### src/rtl/vga_timing_gen.sv
// VGA timing generator.
// Divides i_clk down to a pixel tick and runs horizontal/vertical counters. It produces
// registered strobes that line up with the counter values they describe, plus sync and
// blank pins that are delayed to match the colour pipeline.
//
// Ports:
//   i_clk            system clock (only clock)
//   i_reset          synchronous active-high reset
//   o_hsync          high while h_count >= H_ACTIVE
//   o_vsync          one-cycle pulse when v_count becomes V_ACTIVE
//   o_screen_reset   one-cycle pulse when (h,v) becomes (0,0), and once after reset release
//   o_pixel_x_clock  one-cycle enable every X_DIV active pixels
//   o_pixel_y_clock  one-cycle enable when an active line ends
//   o_x, o_y         current h_count / v_count
//   o_hs_n, o_vs_n   active-low sync pins, delayed by PIPE_DELAY cycles
//   o_blank_n        active-video flag, delayed by PIPE_DELAY cycles
module vga_timing_gen #(
    parameter int unsigned CLK_PER_PIXEL = 4,
    parameter int unsigned H_ACTIVE      = 640,
    parameter int unsigned H_FP          = 16,
    parameter int unsigned H_SYNC        = 96,
    parameter int unsigned H_BP          = 48,
    parameter int unsigned V_ACTIVE      = 480,
    parameter int unsigned V_FP          = 10,
    parameter int unsigned V_SYNC        = 2,
    parameter int unsigned V_BP          = 33,
    parameter int unsigned X_DIV         = 2,
    parameter int unsigned PIPE_DELAY    = 5
) (
    input  logic       i_clk,
    input  logic       i_reset,
    output logic       o_hsync,
    output logic       o_vsync,
    output logic       o_screen_reset,
    output logic       o_pixel_x_clock,
    output logic       o_pixel_y_clock,
    output logic [9:0] o_x,
    output logic [9:0] o_y,
    output logic       o_hs_n,
    output logic       o_vs_n,
    output logic       o_blank_n
);

    localparam int unsigned DIV_W = (CLK_PER_PIXEL > 1) ? $clog2(CLK_PER_PIXEL) : 1;
    localparam logic [DIV_W-1:0] DIV_MAX = DIV_W'(CLK_PER_PIXEL - 1);

    localparam logic [9:0] H_ACT     = 10'(H_ACTIVE);
    localparam logic [9:0] H_LAST    = 10'(H_ACTIVE + H_FP + H_SYNC + H_BP - 1);
    localparam logic [9:0] H_SYNC_LO = 10'(H_ACTIVE + H_FP);
    localparam logic [9:0] H_SYNC_HI = 10'(H_ACTIVE + H_FP + H_SYNC);
    localparam logic [9:0] V_ACT     = 10'(V_ACTIVE);
    localparam logic [9:0] V_LAST    = 10'(V_ACTIVE + V_FP + V_SYNC + V_BP - 1);
    localparam logic [9:0] V_SYNC_LO = 10'(V_ACTIVE + V_FP);
    localparam logic [9:0] V_SYNC_HI = 10'(V_ACTIVE + V_FP + V_SYNC);
    localparam logic [9:0] X_DIV_L   = 10'(X_DIV);
    localparam logic [9:0] X_LAST    = 10'(X_DIV - 1);

    logic [DIV_W-1:0] div_q, div_d;
    logic [9:0]       h_q, h_d;
    logic [9:0]       v_q, v_d;
    logic             hsync_q, hsync_d;
    logic             vsync_q, vsync_d;
    logic             sr_q, sr_d;
    logic             xclk_q, xclk_d;
    logic             yclk_q, yclk_d;
    logic             rst_seen_q;
    logic             tick;
    logic             h_wrap;
    logic             active_d;
    logic             hs_raw, vs_raw, blank_raw;

    // Strobes are computed from next-state counters so that, once registered, each one is
    // high in the same cycle that o_x/o_y show the value it describes.
    always_comb begin
        tick     = (div_q == DIV_MAX);
        h_wrap   = (h_q == H_LAST);
        div_d    = tick ? '0 : div_q + 1'b1;
        h_d      = h_q;
        v_d      = v_q;
        if (tick) begin
            h_d = h_wrap ? 10'd0 : h_q + 10'd1;
            if (h_wrap) begin
                v_d = (v_q == V_LAST) ? 10'd0 : v_q + 10'd1;
            end
        end
        active_d = (h_d < H_ACT) && (v_d < V_ACT);
        xclk_d   = tick && active_d && ((h_d % X_DIV_L) == X_LAST);
        yclk_d   = tick && (h_d == H_ACT) && (v_d < V_ACT);
        vsync_d  = tick && h_wrap && (v_d == V_ACT);
        // rst_seen_q yields the extra screen-reset pulse right after release.
        sr_d     = rst_seen_q || (tick && (h_d == 10'd0) && (v_d == 10'd0));
        hsync_d  = (h_d >= H_ACT);
    end

    always_ff @(posedge i_clk) begin
        if (i_reset) begin
            div_q      <= '0;
            h_q        <= '0;
            v_q        <= '0;
            hsync_q    <= 1'b0;
            vsync_q    <= 1'b0;
            sr_q       <= 1'b0;
            xclk_q     <= 1'b0;
            yclk_q     <= 1'b0;
            rst_seen_q <= 1'b1;
        end else begin
            div_q      <= div_d;
            h_q        <= h_d;
            v_q        <= v_d;
            hsync_q    <= hsync_d;
            vsync_q    <= vsync_d;
            sr_q       <= sr_d;
            xclk_q     <= xclk_d;
            yclk_q     <= yclk_d;
            rst_seen_q <= 1'b0;
        end
    end

    always_comb begin
        hs_raw    = !((h_q >= H_SYNC_LO) && (h_q < H_SYNC_HI));
        vs_raw    = !((v_q >= V_SYNC_LO) && (v_q < V_SYNC_HI));
        blank_raw = (h_q < H_ACT) && (v_q < V_ACT);
    end

    generate
        if (PIPE_DELAY == 0) begin : g_no_pipe
            // Counters read zero during reset, which would look active; force idle levels.
            assign o_hs_n    = i_reset | hs_raw;
            assign o_vs_n    = i_reset | vs_raw;
            assign o_blank_n = ~i_reset & blank_raw;
        end else begin : g_pipe
            logic [PIPE_DELAY-1:0] hs_pipe_q, hs_pipe_d;
            logic [PIPE_DELAY-1:0] vs_pipe_q, vs_pipe_d;
            logic [PIPE_DELAY-1:0] bl_pipe_q, bl_pipe_d;

            always_comb begin
                hs_pipe_d = (hs_pipe_q << 1) | PIPE_DELAY'(hs_raw);
                vs_pipe_d = (vs_pipe_q << 1) | PIPE_DELAY'(vs_raw);
                bl_pipe_d = (bl_pipe_q << 1) | PIPE_DELAY'(blank_raw);
            end

            always_ff @(posedge i_clk) begin
                if (i_reset) begin
                    hs_pipe_q <= '1;
                    vs_pipe_q <= '1;
                    bl_pipe_q <= '0;
                end else begin
                    hs_pipe_q <= hs_pipe_d;
                    vs_pipe_q <= vs_pipe_d;
                    bl_pipe_q <= bl_pipe_d;
                end
            end

            assign o_hs_n    = hs_pipe_q[PIPE_DELAY-1];
            assign o_vs_n    = vs_pipe_q[PIPE_DELAY-1];
            assign o_blank_n = bl_pipe_q[PIPE_DELAY-1];
        end
    endgenerate

    assign o_hsync         = hsync_q;
    assign o_vsync         = vsync_q;
    assign o_screen_reset  = sr_q;
    assign o_pixel_x_clock = xclk_q;
    assign o_pixel_y_clock = yclk_q;
    assign o_x             = h_q;
    assign o_y             = v_q;

endmodule

### config.mk
export PLATFORM = sky130hd
export DESIGN_NAME = vga_timing_gen
export DESIGN_NICKNAME = d
export VERILOG_FILES = /design/src/rtl/vga_timing_gen.sv
export SDC_FILE = /design/constraint.sdc
export NUM_CORES = 1
export LEC_CHECK = 0
export CAP_MARGIN = 20
export CORE_MARGIN = 4
export CORE_UTILIZATION = 36
export CTS_CLUSTER_SIZE = 10
export DETAILED_ROUTE_END_ITERATION = 6
export HOLD_SLACK_MARGIN = 0.08
export SLEW_MARGIN = 20
export SYNTH_ARGS = -nofsm -noshare
export SYNTH_HDL_FRONTEND = slang
export SYNTH_SLANG_ARGS = --single-unit
### constraint.sdc
create_clock -name i_clk -period 7.65 [get_ports i_clk]
set_input_delay 1.1475 -clock i_clk [delete_from_list [all_inputs] [get_ports i_clk]]
set_output_delay 1.1475 -clock i_clk [all_outputs]
set_load 0.01 [all_outputs]
---- Yosys cells after proc, flatten, opt, wreduce, memory -nomap -nowiden ----
Cells that the tools add are included.
word-level totals
  bits in registers ....................... 43
  output and inout bits ................... 28
  word-level logic and storage cells ...... 56
cells by class
  $add $sub $neg .......................... 3
  $lt $le $gt $ge ......................... 9
  equality and inequality tests ........... 5
  mux-type cells .......................... 6
  bitwise operators ....................... 3
  reduce and logical (&&, ||, !) cells .... 18
operator list
  operator               number
  $mux 10                5
  $eq 10x10->1 const B   3
  $lt 10x10->1 const B   3
  $lt 10x9->1 const B    3
  $add 10x1->10 const B  2
  $ge 10x10->1 const B   2
  $logic_not 10->1       2
  $or 5x1->5             3
  $logic_and 1x1->1      12
  $eq 10x9->1 const B    1
  $ge 10x9->1 const B    1
  $add 2x1->2 const B    1
  $eq 2x2->1 const B     1
  $logic_not 1->1        2
  $reduce_or 2->1        1
  $logic_or 1x1->1       1
  $mux 1                 1

---- Longest topological paths before layout ----
  depth after elaboration ................. 8
  gate-level depth with buffers ........... 9

---- Worst setup path after synthesis ----
OpenSTA, ideal clock, no wires.
  path type ............................... reg2reg
  start ................................... register h_q[5] (netlist: o_x[5])
  end ..................................... register yclk_q (netlist: o_pixel_y_clock)
  setup time .............................. 114 ps
  data arrival time ....................... 2655 ps
  data required time ...................... 7536 ps
  path slack .............................. 4880 ps
  cell stages (with the launch flop) ...... 10
  path buffers ............................ 3
  cell sequence ........................... dfxtp_1 buf_6 or4b_1 buf_2 or4_4 buf_6 nor4_2 xnor2_1 o2111ai_1 a2111oi_0
on the way
  word-level cells in the longest chain between the ends .. 6
  elaborated cells on any way between the ends .. 10
RTL lines
  element                                        line    text
  from (decl)                                    59      logic [9:0] h_q, h_d;
  from (signal assigned)                         98      h_q <= '0;
  from (signal assigned)                         108     h_q <= h_d;
  $add 10x1->10 or $eq 10x10->1 (tied branches)  81, 76
  $mux 10                                        81      h_d = h_wrap ? 10'd0 : h_q + 10'd1;
  $mux 10                                        80      if (tick) begin
  $eq 10x10->1                                   88      yclk_d = tick && (h_d == H_ACT) && (v_d < V_ACT);
  $logic_and 1x1->1                              88
  $logic_and 1x1->1 *                            88
  to (signal assigned)                           114     yclk_q <= yclk_d;
  to (decl)                                      65      logic yclk_q, yclk_d;
Every way passes the cells marked *; elsewhere a longest branch is shown, timed or not.
A chain may end at the register's enable or synchronous reset.

---- Worst setup path after layout ----
Same ends and word-level chain as after synthesis.

==> results.md <==
* Run status: finished clean
* Hold_buf cts at 0
* Gr usage total at 13.9%
* Total power at about 380 µW
* Initial Utilization at between 30% and 40%
* # clock sinks at 43
* H-tree levels at 2
* Rows at 26
* Crit Path Max Fanout at 10
* Overflow after GRT at 0
* Final Hold Viols at 0
* Slew headroom at 40.8%
* Worst endpoint required time at approximately 8000 ps
* Post-route ant nets at 0
* Most common cell after layout, fill and taps aside: dfxtp_1
* CP top delay family: simple AND/OR/NAND/NOR gates
* Detailed Route WL at 4.33 mm
* Setup TNS at 0 ps
* GP Congestion at a little under 0.8
* Initial antenna violation count at 0
* Crit path time final at roughly 2900 ps
* Total die area at just under 7000 µm²
* Layout cells sized above 1 at a little under a tenth
* Post-CTS Setup Bufs at 0
* Period utilization at 37.4%
* IO Pins at 30
* Most frequent cells in the layout: dfxtp_1 (43), nor2_1 (29), clkdlybuf4s50_1 (29)
* Root buf cell: clkbuf_8
* Largest net degree at the start of global routing at 39
* Initial DRC Count at 113
* Syn Std Cell Area at between 2000 and 2500 µm²
* Peak VDD IR at about 130 µV
* Post-cts resize count at 0
* Async set-reset flop share out of synthesis at 0%
* Clock Pin Slew Worst Setup and Hold Paths at ~80 ps
* Slowest library cell on the worst path: or4b_1
* Crit end category: flip-flop
* Area grow syn2layout at 19.5%
* Seq cells post-synth at 43
* Post-synthesis net count at roughly 240
* Worst Tran Pin Value at slightly below 900 ps
* Setup Skew at 5.00 ps
* Core Box Area at approximately 5300 µm²
* Yosys cell types at 45
* 1st-pass router iterations at 4
* Unrepaired setup endpoints after global routing: no
* Critical path, cell by cell: or4b_1 > or4_4 > nor4_2 > xnor2_1 > o2111ai_1 > a2111oi_0
* Worst path bufs/invs at 0
* Die X at roughly 83 µm
* Vias in the first global route at around 1400
* I/O Buffers at 29
* Fillers at between 500 and 600
* Main flop type after synthesis: dfxtp_1
* Syn_area_per_cell at 8.81 µm²
* Final nets at between 200 and 300
* Worst min-delay path class: flip-flop to flip-flop
* Kind of critical path: flip-flop to flip-flop
* Critical Path Max Stage Delay at 660 ps
* Pwr/cell area at roughly 160 nW/µm²
* Sequential area share after synthesis at 42.9%
* Final Max Tran Viols at 0
* CP startpoint kind: flip-flop
* Per-cell routed wire length at 13.6 µm
* # diodes at 0
* Arrival @ worst endpoint at 3030 ps
* Die height at 82.7 µm
* Worst-skew pair later-pin latency at slightly below 300 ps
* Max-capacitance violation count at 0
* Total CTS buffers at 5
* Final core utilization at 45.5%
* Post-synth EDFFs at 0
* Fmax achieved at between 300 and 400 MHz
* DRC viols at 0
* Clock Path Buffers at 2
* Setup violators final at 0
* Detailed-route via count at between 1500 and 2000
* Vias per inst at about 5.1
* First-pass GRT wire length at about 7.2 mm
* Final HPWL DP at roughly 3.1 mm
* CTS tree: yes
* Static leakage at 0.000878 µW
* Syn Inst Count at about 230
* Synth warnings at 0
-- power breakdown --
group / switching [µW] / total (µW) / leakage [µW] / internal (µW)
Combinational: 7.56 / 13.9 / 0.000489 / 6.35
Clock: 78.0 / 141 / 0.0000402 / 63.5
Sequential: 1.70 / 229 / 0.000349 / 227
-- through the flow --
| step | setup WS (ps) | hold WS, ps | cells | instance area (µm²) |
|---|---|---|---|---|
| 2_1_floorplan | 4880 | 389 | 228 | 2010 |
| 3_3_place_gp | 4850 | 392 | 311 | 2310 |
| 3_5_place_dp | 4830 | 395 | 311 | 2310 |
| 4_1_cts | 4790 | 415 | 319 | 2400 |
| 5_1_grt | 4670 | 433 | 319 | 2400 |
| 6_report | 4790 | 414 | 319 | 2400 |
-- worst paths after layout --
| check | cells past startpoint | slack (ps) | from | end |
|---|---|---|---|---|
| worst min-delay path | 1 | 410 | g_pipe.hs_pipe_q[1] | g_pipe.hs_pipe_q[2] |
| worst max register to register | 6 | 4790 | o_x[5] | o_pixel_y_clock |
| worst max-delay path | 6 | 4790 | o_x[5] | o_pixel_y_clock |
| worst min register to register | 1 | 410 | g_pipe.hs_pipe_q[1] | g_pipe.hs_pipe_q[2] |
-- routing by layer --
layer	vias up	global-route usage (%)	share of wire [%]
li1	824	-	-
met1	741	20.1	52
met2	44	20.1	42
met3	5	3.36	4.7
met4	0	4.90	1.4
met5	-	0	0
-- cell type report --
| class | count | area, µm² | area share (%) |
|---|---|---|---|
| Timing Repair Buffer | 30 | 298 | 12.4 |
| Sequential cell | 43 | 861 | 35.9 |
| Clock buffer | 5 | 68.8 | 2.87 |
| Multi-Input combinational cell | 160 | 1030 | 43.1 |
| Clock inverter | 3 | 20.0 | 0.834 |
| Tap cell | 70 | 87.6 | 3.65 |
| Inverter | 8 | 30.0 | 1.25 |
-- registers in the layout, indices dropped and copies added (netlist names) --
register / count
o_x: 10
o_y: 10
g_pipe.bl_pipe_q: 5
g_pipe.hs_pipe_q: 5
g_pipe.vs_pipe_q: 5
div_q: 2
o_hsync: 1
o_pixel_x_clock: 1
o_pixel_y_clock: 1
o_screen_reset: 1
o_vsync: 1
rst_seen_q: 1
-- logic make-up (layout without fill, tap and decap cells) --
family | Yosys count | in the layout | share of synthesized area (%)
mux | 2 | 2 | 0.997
compound gates | 25 | 25 | 9.04
simple gates | 108 | 108 | 29.5
flops | 43 | 43 | 42.9
buf+inv | 25 | 46 | 5.61
fa+ha+maj | 6 | 6 | 3.74
xor+xnor | 19 | 19 | 8.29
-- synth_stat cells (all sizes together) (3+ instances only) --
master	number	share of area, %
nand2	13	2.4
or2	9	2.8
o21ai	7	1.7
and3	3	0.93
clkbuf	11	2.1
nand3	12	3.0
buf	6	2.1
inv	8	1.5
nor4	7	2.8
nor3	11	3.3
a31oi	3	0.93
nor2b	6	1.9
ha	6	3.7
nor2	29	5.4
nand4	5	1.6
xor2	9	3.9
dfxtp	43	43
xnor2	10	4.4
-- worst reg2reg max path: cells and delay by family, from the launching register on --
family           cells  cell delay [ps]
AND/OR/NAND/NOR      3             1510
AO/OA/AOI/OAI        2              590
XOR/XNOR             1              250
flip-flops           1              410
Note: power is estimated with default switching activity, not from simulation.
